--- src/rtl/morse_tx_engine.sv ---
// Morse/serial pattern transmitter: shifts a left-aligned on/off pattern out MSB-first,
// one symbol per DIV clocks, with start/busy/done handshake, abort and auto-repeat.
module morse_tx_engine #(
  parameter int PAT_W   = 14,
  parameter int DIV     = 25_000_000,
  parameter int GAP_SYM = 3,
  parameter int LEN_W   = $clog2(PAT_W + 1)
) (
  input  logic             clock,
  input  logic             reset,
  input  logic             start,
  input  logic [PAT_W-1:0] pattern,
  input  logic [LEN_W-1:0] len,
  input  logic             repeat_en,
  input  logic             abort,
  output logic             out,
  output logic             busy,
  output logic             done
);

  localparam int TMR_W = $clog2(DIV);
  localparam int GAP_W = $clog2(GAP_SYM + 1);

  localparam logic [TMR_W-1:0] TMR_ZERO   = TMR_W'(0);
  localparam logic [TMR_W-1:0] TMR_ONE    = TMR_W'(1);
  localparam logic [TMR_W-1:0] TMR_RELOAD = TMR_W'(DIV - 1);
  localparam logic [LEN_W-1:0] LEN_ZERO   = LEN_W'(0);
  localparam logic [LEN_W-1:0] LEN_ONE    = LEN_W'(1);
  localparam logic [LEN_W-1:0] LEN_MAX    = LEN_W'(PAT_W);
  localparam logic [GAP_W-1:0] GAP_ZERO   = GAP_W'(0);
  localparam logic [GAP_W-1:0] GAP_ONE    = GAP_W'(1);
  localparam logic [GAP_W-1:0] GAP_RELOAD = GAP_W'(GAP_SYM);
  localparam logic [PAT_W-1:0] PAT_ZERO   = PAT_W'(0);

  typedef enum logic [1:0] {
    ST_IDLE = 2'd0,
    ST_SEND = 2'd1,
    ST_GAP  = 2'd2
  } state_t;

  // A requested length beyond the register width sends the whole register.
  function automatic logic [LEN_W-1:0] clamp_len(input logic [LEN_W-1:0] req_len);
    if (req_len > LEN_MAX) begin
      clamp_len = LEN_MAX;
    end else begin
      clamp_len = req_len;
    end
  endfunction

  state_t             state_r,   state_s;
  logic [TMR_W-1:0]   timer_r,   timer_s;
  logic [PAT_W-1:0]   shift_r,   shift_s;
  logic [PAT_W-1:0]   pat_r,     pat_s;
  logic [LEN_W-1:0]   len_r,     len_s;
  logic               rep_r,     rep_s;
  logic [LEN_W-1:0]   sym_cnt_r, sym_cnt_s;
  logic [GAP_W-1:0]   gap_cnt_r, gap_cnt_s;
  logic               out_r,     out_s;
  logic               busy_r,    busy_s;
  logic               done_r,    done_s;
  logic               tick_s;

  // Next-state, datapath and output decode for the IDLE/SEND/GAP machine.
  always_comb begin
    state_s   = state_r;
    timer_s   = timer_r;
    shift_s   = shift_r;
    pat_s     = pat_r;
    len_s     = len_r;
    rep_s     = rep_r;
    sym_cnt_s = sym_cnt_r;
    gap_cnt_s = gap_cnt_r;
    done_s    = 1'b0;
    tick_s    = (timer_r == TMR_ZERO);

    if (abort) begin
      state_s = ST_IDLE;
      timer_s = TMR_ZERO;
    end else begin
      case (state_r)
        ST_IDLE: begin
          if (start && (len != LEN_ZERO)) begin
            pat_s     = pattern;
            len_s     = clamp_len(len);
            rep_s     = repeat_en;
            shift_s   = pattern;
            sym_cnt_s = clamp_len(len);
            timer_s   = TMR_RELOAD;
            state_s   = ST_SEND;
          end else begin
            state_s = ST_IDLE;
          end
        end
        ST_SEND: begin
          if (tick_s) begin
            timer_s   = TMR_RELOAD;
            shift_s   = {shift_r[PAT_W-2:0], 1'b0};
            sym_cnt_s = sym_cnt_r - LEN_ONE;
            if (sym_cnt_r == LEN_ONE) begin
              if (rep_r) begin
                gap_cnt_s = GAP_RELOAD;
                state_s   = ST_GAP;
              end else begin
                timer_s = TMR_ZERO;
                done_s  = 1'b1;
                state_s = ST_IDLE;
              end
            end else begin
              state_s = ST_SEND;
            end
          end else begin
            timer_s = timer_r - TMR_ONE;
          end
        end
        ST_GAP: begin
          if (tick_s) begin
            timer_s   = TMR_RELOAD;
            gap_cnt_s = gap_cnt_r - GAP_ONE;
            if (gap_cnt_r == GAP_ONE) begin
              shift_s   = pat_r;
              sym_cnt_s = len_r;
              state_s   = ST_SEND;
            end else begin
              state_s = ST_GAP;
            end
          end else begin
            timer_s = timer_r - TMR_ONE;
          end
        end
        default: begin
          state_s = ST_IDLE;
          timer_s = TMR_ZERO;
        end
      endcase
    end

    // Outputs are decoded from the next state so they register alongside it.
    if (state_s == ST_SEND) begin
      out_s = shift_s[PAT_W-1];
    end else begin
      out_s = 1'b0;
    end
    if (state_s != ST_IDLE) begin
      busy_s = 1'b1;
    end else begin
      busy_s = 1'b0;
    end
  end

  // State, datapath and output registers with synchronous reset.
  always_ff @(posedge clock) begin
    if (reset) begin
      state_r   <= ST_IDLE;
      timer_r   <= TMR_ZERO;
      shift_r   <= PAT_ZERO;
      pat_r     <= PAT_ZERO;
      len_r     <= LEN_ZERO;
      rep_r     <= 1'b0;
      sym_cnt_r <= LEN_ZERO;
      gap_cnt_r <= GAP_ZERO;
      out_r     <= 1'b0;
      busy_r    <= 1'b0;
      done_r    <= 1'b0;
    end else begin
      state_r   <= state_s;
      timer_r   <= timer_s;
      shift_r   <= shift_s;
      pat_r     <= pat_s;
      len_r     <= len_s;
      rep_r     <= rep_s;
      sym_cnt_r <= sym_cnt_s;
      gap_cnt_r <= gap_cnt_s;
      out_r     <= out_s;
      busy_r    <= busy_s;
      done_r    <= done_s;
    end
  end

  assign out  = out_r;
  assign busy = busy_r;
  assign done = done_r;

endmodule
--- config.mk ---
export PLATFORM = sky130hd
export DESIGN_NAME = morse_tx_engine
export DESIGN_NICKNAME = d
export VERILOG_FILES = /design/src/rtl/morse_tx_engine.sv
export SDC_FILE = /design/constraint.sdc
export NUM_CORES = 1
export LEC_CHECK = 0
export ABC_CLOCK_PERIOD_IN_PS = 3300
export BUFFER_PORTS_ARGS = -buffer_cell sky130_fd_sc_hd__buf_2
export CELL_PAD_IN_SITES_DETAIL_PLACEMENT = 2
export CELL_PAD_IN_SITES_GLOBAL_PLACEMENT = 2
export CORE_MARGIN = 1
export CORE_UTILIZATION = 36
export DETAILED_ROUTE_END_ITERATION = 10
export PLACE_DENSITY_LB_ADDON = 0.05
export SLEW_MARGIN = 40
export SYNTH_ARGS = -nofsm -noshare
export SYNTH_HDL_FRONTEND = slang
export SYNTH_SLANG_ARGS = --single-unit
--- constraint.sdc ---
create_clock -name clock -period 3.3 [get_ports clock]
set_input_delay 0.99 -clock clock [delete_from_list [all_inputs] [get_ports clock]]
set_output_delay 0.99 -clock clock [all_outputs]
set_load 0.02 [all_outputs]
**Word level (Yosys, flattened, before mapping)**

Index checks and enable logic that the tools add are counted.

- Flip-flop bits (word level): 69
- Input bits: 23

- Add/subtract/negate cells: 3
- $lt $le $gt $ge: 1
- Equality and inequality tests: 11
- Multiplexer cells: 33
- Bitwise operators: 5
- Reductions and logical operators: 13

Operators with widths:

| cell | count |
|---|---|
| $mux 25 | 5 |
| $pmux 25 s3 | 1 |
| $mux 14 | 5 |
| $pmux 14 s3 | 1 |
| $logic_not 25->1 | 1 |
| $sub 25x1->25 const B | 1 |
| $mux 2 | 10 |
| $mux 4 | 5 |
| $ne 2x2->1 const B | 6 |
| $pmux 4 s3 | 1 |
| $reduce_and 6->1 | 2 |
| $eq 2x1->1 const B | 3 |
| $pmux 2 s3 | 1 |
| $not 1->1 | 5 |
| $reduce_or 5->1 | 1 |
| $eq 4x1->1 const B | 1 |
| $gt 4x4->1 const B | 1 |
| $pmux 2 s2 | 1 |
| $reduce_bool 2->1 | 2 |
| $reduce_bool 4->1 | 1 |
| $reduce_or 2->1 | 2 |
| $sub 4x1->4 const B | 1 |
| $mux 1 | 3 |
| $reduce_and 3->1 | 1 |
| other kinds (5) | 5 |

**Logic depth before layout (Yosys ltp)**

Gate-level depths: netlist of the first run.

- Depth after elaboration: 8
- Mapped depth: 10
- Depth with buffers taken out: 8

**Worst setup path after synthesis of the first run**

OpenSTA, ideal clock, no wires.

- Kind: input to register
- From: input port len[0]
- To: register len_r[3]
- Arrival time: 2.486 ns
- Data required time: 3.229 ns
- Slack: 0.743 ns
- Cell stages on the path: 7
- Path through: o41a_1 > and2_1 > nand2b_1 > clkbuf_1 > buf_1 > nand2_1 > a21oi_1

- Cells in the longest elaborated chain, start to end: 3
- Elaborated cells between the ends (all ways): 5
- Those cells by class: 1 x order compare; 1 x mux; 3 x reduce/logical

Ends and longest elaborated chain:

| what | line | text |
|---|---|---|
| from (decl) | 13 | `input logic [LEN_W-1:0] len,` |
| branches (longest 3 deep; another with $gt 4x4->1) | -- |  |
| to (signal assigned) | 169 | `len_r <= len_s;` |
| to (decl) | 54 | `logic [LEN_W-1:0] len_r, len_s;` |

Several ways; the timed one is not identified.
A chain may end at the register's enable or synchronous reset.

**Worst setup path after layout of the first run**

- From: register timer_r[0]
- To: register out_r (netlist: out)

- Cells in the longest elaborated chain, start to end: 7
- Elaborated cells between the ends (all ways): 12
- Those cells by class: 1 x eq/ne; 8 x mux; 1 x bitwise; 2 x reduce/logical

Ends and longest elaborated chain:

| what | line | text |
|---|---|---|
| from (decl) | 51 | `logic [TMR_W-1:0] timer_r, timer_s;` |
| from (signal assigned) | 166 | `timer_r <= timer_s;` |
| $logic_not 25->1 (*) | 74 | `tick_s = (timer_r == TMR_ZERO);` |
| $mux 2, on equally long branches | 116, 95 |  |
| $pmux 2 s3 | 80 | `case (state_r)` |
| $mux 2 | 76 | `if (abort) begin` |
| $eq 2x1->1 | 138 | `if (state_s == ST_SEND) begin` |
| $not 1->1 (no source line) | -- |  |
| $reduce_or 2->1 (no source line) | -- |  |
| to (signal assigned) | 173 | `out_r <= out_s;` |
| to (decl) | 58 | `logic out_r, out_s;` |

Mark *: on every way between the ends. The rest lies on a longest branch, timed or not. The select of a mux whose other input is x is not followed.

==> results of run 1 <==
## cell usage after synthesis, types with 2 or more instances
library cell | instances | area (um2)
buf_2 | 2 | 10.0
a22oi_1 | 19 | 143
nand4b_1 | 2 | 17.5
o21ai_0 | 27 | 135
a31oi_1 | 7 | 43.8
nand2_1 | 75 | 282
o31ai_1 | 3 | 22.5
dfxtp_1 | 69 | 1380
ha_1 | 8 | 100
nand3_1 | 5 | 25.0
mux2i_1 | 15 | 150
a311oi_1 | 2 | 17.5
or3_1 | 4 | 25.0
nand4_1 | 2 | 12.5
nand3b_1 | 2 | 15.0
nor4_2 | 2 | 25.0
nor4_1 | 6 | 37.5
a21boi_0 | 2 | 15.0
xor2_1 | 5 | 43.8
nor3_2 | 2 | 20.0
and2_1 | 5 | 31.3
and3_1 | 3 | 18.8
clkbuf_1 | 22 | 82.6
or4_1 | 5 | 37.5
a21oi_1 | 37 | 185
a211o_1 | 5 | 43.8
a311o_1 | 3 | 30.0
nor3_1 | 15 | 75.1
nand2b_1 | 3 | 18.8
o21ai_1 | 2 | 10.0
xnor2_1 | 8 | 70.1
a211oi_1 | 2 | 15.0
buf_1 | 2 | 7.51
inv_1 | 13 | 48.8
nor2_1 | 51 | 191
a21o_1 | 2 | 15.0
## per-stage QoR
stage	hold WS [ps]	total power [mW]	std cells
finish	458	2.07	618
detailed placement	451	1.29	602
global route	487	2.17	618
floorplan	436	1.16	458
global placement	444	1.27	602
CTS	463	2.09	618
## cells in the final DEF, fill, tap and decap left out, types with 3 or more instances in the layout
cell	netlist	final
nor3_1	15	15
nand3_1	5	5
xor2_1	5	5
a31oi_1	7	7
buf_4	0	11
clkbuf_8	0	9
nor2_1	51	50
inv_1	13	13
nand2_1	75	75
nor4_1	6	6
mux2i_1	15	15
a311o_1	3	3
buf_2	2	25
o21ai_0	27	27
or3_1	4	4
o31ai_1	3	3
or4_1	5	5
a211o_1	5	5
xnor2_1	8	8
dfxtp_1	69	69
and3_1	3	3
ha_1	8	8
and2_1	5	5
a21oi_1	37	37
nand2b_1	3	3
clkinv_4	0	4
a22oi_1	19	19
## state kept, by name, indices dropped and copies added (netlist names), 2 cells and up
name and flops:
state_r 2, timer_r 25, pat_r 14, shift_r 14, gap_cnt_r 2, len_r 4, sym_cnt_r 4
## routing by layer
layer,vias to the layer above,share of wire [%],global-route usage [%],routed length [um]
met4,0,1.3,6.70,157
met3,12,2.7,6.22,323
li1,1670,-,-,-
met5,-,0,0,0
met1,1744,48,30.5,5600
met2,41,48,41.3,5710
## layout make-up
type / count / area (um2) / share of cell area (%)
Multi-Input combinational cell: 349 / 2090 / 50.3
Sequential cell: 69 / 1380 / 33.2
Timing Repair Buffer: 38 / 248 / 5.95
Tap cell: 133 / 166 / 4.00
Clock buffer: 9 / 124 / 2.98
Clock inverter: 7 / 100 / 2.40
Inverter: 13 / 48.8 / 1.17
## cell families (layout without fill, tap and decap cells)
kind of cell               count (synthesis)  after routing  share of synthesized area, %
AOI/OAI and AO/OA                        123            123                          22.0
xor gates and xnor gates                  13             13                          3.13
adders and majority gates                  8              8                          2.75
buffers and inverters                     40             67                          4.41
DFF                                       69             69                          38.0
muxes                                     15             15                          4.13
and+or+nand+nor                          190            190                          25.5
## worst min-delay path by stage
stage,to,slack [ps],cells after the start
3_5_place_dp,pat_r[6],450,2
2_1_floorplan,pat_r[10],440,2
5_1_grt,pat_r[6],490,2
6_report,pat_r[6],460,2
3_3_place_gp,pat_r[6],440,2
4_1_cts,pat_r[6],460,2
## critical path, cell delays in order (launching register included)
cell	delay, ps
dfxtp_1	340
inv_1	90
ha_1	290
nor4b_4	340
nand3_2	260
or3_1	640
and3_4	280
a2111oi_4	420
nor4_1	120
## where the power goes
group / switching, mW / internal [mW] / leakage, nW / total (mW)
Sequential: 0.0350 / 0.868 / 0.562 / 0.903
Combinational: 0.233 / 0.133 / 0.907 / 0.366
Clock: 0.372 / 0.429 / 0.113 / 0.801
==> flow_summary.toml, run 1 <==
[status]
status = "finished clean"

[critical_path]
cp_max_fo = 12
r2r_slack_ps = 380
ff2ff_path_depth = 8
end_kind = "flip-flop"
crit_end = "out"
required_ps = 3530
path_class = "flip-flop to flip-flop"
cp-startpoint = "timer_r[0]"
reg2reg_to = "out"
cp-start-kind = "flip-flop"
cp.arrival_ps = 3150
timing.rr.start = "timer_r[0]"

[sta]
worst_slew_pin_slew_ps = 666
period_minus_slack_ps = 2920
setup_viol = 0
worst_slack_ps = 379
fmax_mhz = 342
rsz0062_at_grt = "false"
final_min_period_over_clock_period_pct = 88.5
tns_ps = 0
finalClockSkew_ps = 12.8
drv_slew = 0
hold_viol_final = 0
slew_headroom_pct = 55.6

[logic_synthesis]
yosysSeqAreaShare_pct = 38.0
synth_enable_flop_cells = 0
synth_flop_cell = "dfxtp_1"
async_reset_ff_share_pct = 0
syn_nets = 489
synth_area_per_cell_um2 = 7.93
yosys_warnings = 0
syn-cell-area_mm2 = 0.00363
synthDistinctLibCells = 57
synth-seq-cells = 69
syn_inst = 458

[route]
drc = 0
drt_iter0_markers = 98
first_pass_iters = 4
drt-wirelength-per-cell_um = 19.1
wl_um = 11800
post_drt_via_cell_ratio = 5.61
ant_nets = 0
dr_total_vias = 3467

[placement]
place_congestion = 0.778
preCtsSetupSlack_ps = 382
placed_area_mm2 = 0.00394
hpwl_um = 8370
io_buffers = 25

[clock_tree]
clock_sinks = 69
post_cts_resized = 0
cts_tree = "built"
cts_buffers = 9
clockBufferDepth = 2
insertion_delay_ps = 380
root_buffer = "clkbuf_8"
htreeDepth = 3
clk_pin_slew_ps = 80
hold_buffers = 0
postCtsSetupBuffers = 0

[worst_hold_path]
hold_class = "flip-flop to flip-flop"
min-delay-start = "pat_r[6]"

[finish]
fin_util_pct = 42.6
finalInstanceArea_mm2 = 0.00416
fillerInstances = 1154
syn2layout_area_growth_pct = 14.6
fin_nets = 511
drive_gt1_share_pct = 13.8
diodes = 0

[floorplan]
dieArea_mm2 = 0.0105
fp.dieW_um = 102
num_rows = 36
die_height_um = 102
pin_count = 26
start_util_pct = 37.2
core_mm2 = 0.00977

[global_routing]
grt_max_degree = 40
antenna_found_initial = 0
grt_pass1_wl_um = 19100
grt_pass1_vias = 3745
grt.overflow.total = 0
grt_util_all_layers_pct = 24.4

[flow_run]
cap_violations = 0

[power]
power_leakage_nw = 1.58
vdd_ir_drop_max_mv = 0.311
powerDensity_mw_per_mm2 = 497
Power figures use the tool's default switching activity.
==> run 2, diff against run 1 <==
- ABC_AREA: unset -> 1
- CORE_UTILIZATION: 36 -> 34
==> flow_summary.toml, run 2 <==
[critical_path]
ff2ff_path_depth = 12
path_buf_inv = 4
worstPathCellList = "buf_2 > inv_1 > nand3_1 > nand2_1 > nand2_1 > inv_2 > nor2_1 > nand2_2 > inv_2 > o21ai_0 > nor2_1"
cp-start-kind = "input port"
r2r_slack_ps = 910
end_kind = "flip-flop"
required_ps = 3530
crit_family = "simple AND/OR/NAND/NOR gates"
reg2reg_to = "shift_r[9]"
timing.rr.start = "timer_r[0]"
critical-path-slowest-cell = "nand2_2"
path_class = "input port to flip-flop"
cp.arrival_ps = 2670
cp_slowest_stage_delay_ps = 350
cp_max_fo = 23

[global_routing]
grt_max_degree = 27
grt_util_all_layers_pct = 22.7
grt.overflow.total = 0
antenna_found_initial = 0
grt_pass1_vias = 4501
grt_pass1_wl_um = 22000

[finish]
reg_top3 = "timer_r: 25 flops, pat_r: 14 flops, shift_r: 14 flops"
layout_commonest_cell = "nand2_1"
fin_nets = 655
diodes = 0
regMostFlops = "timer_r"
fin_cells = 772
drive_gt1_share_pct = 16.5
final-seq-area_mm2 = 0.00138
most-common-layout-cells = "167 x nand2_1, 69 x dfxtp_1, 65 x inv_1, 55 x a21oi_1, 49 x nor2_1"
largest_reg_flops = 25
fillerInstances = 1418
syn2layout_area_growth_pct = 12.0
multiInputGateArea_mm2 = 0.00224

[floorplan]
die_height_um = 111
start_util_pct = 35.2
fp.dieW_um = 111
pin_count = 26
core_mm2 = 0.0116
num_rows = 39
dieArea_mm2 = 0.0124

[clock_tree]
cts_buffers = 9
insertion_delay_ps = 340
root_buffer = "clkbuf_16"
post_cts_resized = 0
hold_buffers = 0
htreeDepth = 3
clk_pin_slew_ps = 60
clockBufferDepth = 2
postCtsSetupBuffers = 0
cts_tree = "built"
clock_sinks = 69

[worst_hold_path]
min_to = "pat_r[2]"
min-delay-start = "pat_r[2]"
hold_path_depth = 2
hold_class = "flip-flop to flip-flop"

[logic_synthesis]
yosys_warnings = 0
synth_area_leaders = "dfxtp_1 34%, nand2_1 15%, a21oi_1 6.8%"
synth_flop_cell = "dfxtp_1"
synth_common_cells = "167 x nand2_1, 69 x dfxtp_1, 65 x inv_1"
async_reset_ff_share_pct = 0
synth_most_common_cell = "nand2_1"
syn_nets = 638
yosys.area.top_type = "dfxtp_1"
synth_enable_flop_cells = 0
synth.top_cell.area_share_pct = 33.9
syn_inst = 607
synth-seq-cells = 69
yosysSeqAreaShare_pct = 33.9
synth_area_per_cell_um2 = 6.72
syn-cell-area_mm2 = 0.00408
synthDistinctLibCells = 42

[route]
first_pass_iters = 4
dr_total_vias = 3994
post_drt_via_cell_ratio = 5.17
drt-wirelength-per-cell_um = 16.8
ant_nets = 0
drt_iter0_markers = 86
drc = 0
wl_um = 13000

[sta]
setup_viol = 0
worst_slew_pin_slew_ps = 687
slew_headroom_pct = 54.2
hold_viol_final = 0
final_min_period_over_clock_period_pct = 74.0
period_minus_slack_ps = 2440
finalClockSkew_ps = 7.14
rsz0062_at_grt = "false"
tns_ps = 0
holdWs_ps = 449
fmax_mhz = 410
drv_slew = 0

[power]
powerDensity_mw_per_mm2 = 522
power_leakage_nw = 1.94
vdd_ir_drop_max_mv = 0.176

[status]
status = "finished clean"

[placement]
io_buffers = 25
hpwl_um = 9320
dp_cells = 756
place_congestion = 0.769

[flow_run]
cap_violations = 0
-- run 2: changes by cell type in the layout (fill, tap and decap cells not counted), moves of 8 or more --
cell       delta
clkbuf_8      -8
a21oi_2       +9
mux2i_1      -15
nand3_1      +17
nor2_2        +9
nand2_1      +92
nand2_2      +15
inv_1        +52
a22o_1       +10
o21ai_0      +20
a22oi_1      -18
clkbuf_16     +9
a21oi_1      +18
-- run 2: area by class of cell --
cell class / instances / area share [%]
Multi-Input combinational cell: 440 / 49.1
Sequential cell: 69 / 30.3
Inverter: 74 / 6.25
Clock buffer: 11 / 5.32
Tap cell: 143 / 3.92
Timing Repair Buffer: 30 / 3.84
Clock inverter: 5 / 1.32
-- run 2: worst max-delay path by stage --
| stage | endpoint | slack, ps | from | cells past startpoint |
|---|---|---|---|---|
| 3_5_place_dp | shift_r[12] | 510 | len[2] | 11 |
| 2_1_floorplan | len_r[0] | 1150 | len[3] | 9 |
| 3_3_place_gp | shift_r[12] | 590 | len[2] | 11 |
| 5_1_grt | shift_r[10] | 630 | timer_r[0] | 12 |
| 4_1_cts | shift_r[12] | 820 | len[2] | 11 |
| 6_report | shift_r[12] | 860 | len[3] | 11 |
-- run 2: power by group --
| part | leakage, nW | total [mW] | switching, mW | internal, mW |
|---|---|---|---|---|
| Combinational | 1.23 | 0.474 | 0.322 | 0.152 |
| Sequential | 0.564 | 0.911 | 0.0336 | 0.877 |
| Clock | 0.146 | 0.999 | 0.392 | 0.607 |
-- run 2: tightest hold or removal path: stages (launching register included) --
cell and delay (ps):
dfxtp_1 300, inv_1 60, a21oi_1 50
-- run 2: through the flow --
stage          setup WS, ps  util (%)  instance area [um2]  power (mW)
4_1_cts                 825      39.5                 4570        2.42
2_1_floorplan          1150         -                 4080        1.28
5_1_grt                 626      39.5                 4570        2.50
6_report                860      39.5                 4570        2.38
3_3_place_gp            591      36.9                 4260        1.38
3_5_place_dp            505      36.9                 4260        1.41
-- run 2: kinds of logic (layout without fill, tap and decap cells) --
family	after synthesis	in the layout	synth area share, %
adders and majority gates	8	8	2.46
AOI/OAI and AO/OA	133	133	18.8
and+or+nand+nor	293	293	32.5
buffers and inverters	98	120	11.1
DFF	69	69	33.9
xor gates and xnor gates	6	6	1.29
-- run 2: per-layer routing --
layer	part of all wire (%)	routed length, um	global-route usage, %
met5	0	0	0
met4	2.7	345	10.4
met3	1.8	234	3.16
met2	53	6850	43.4
met1	43	5550	24.6
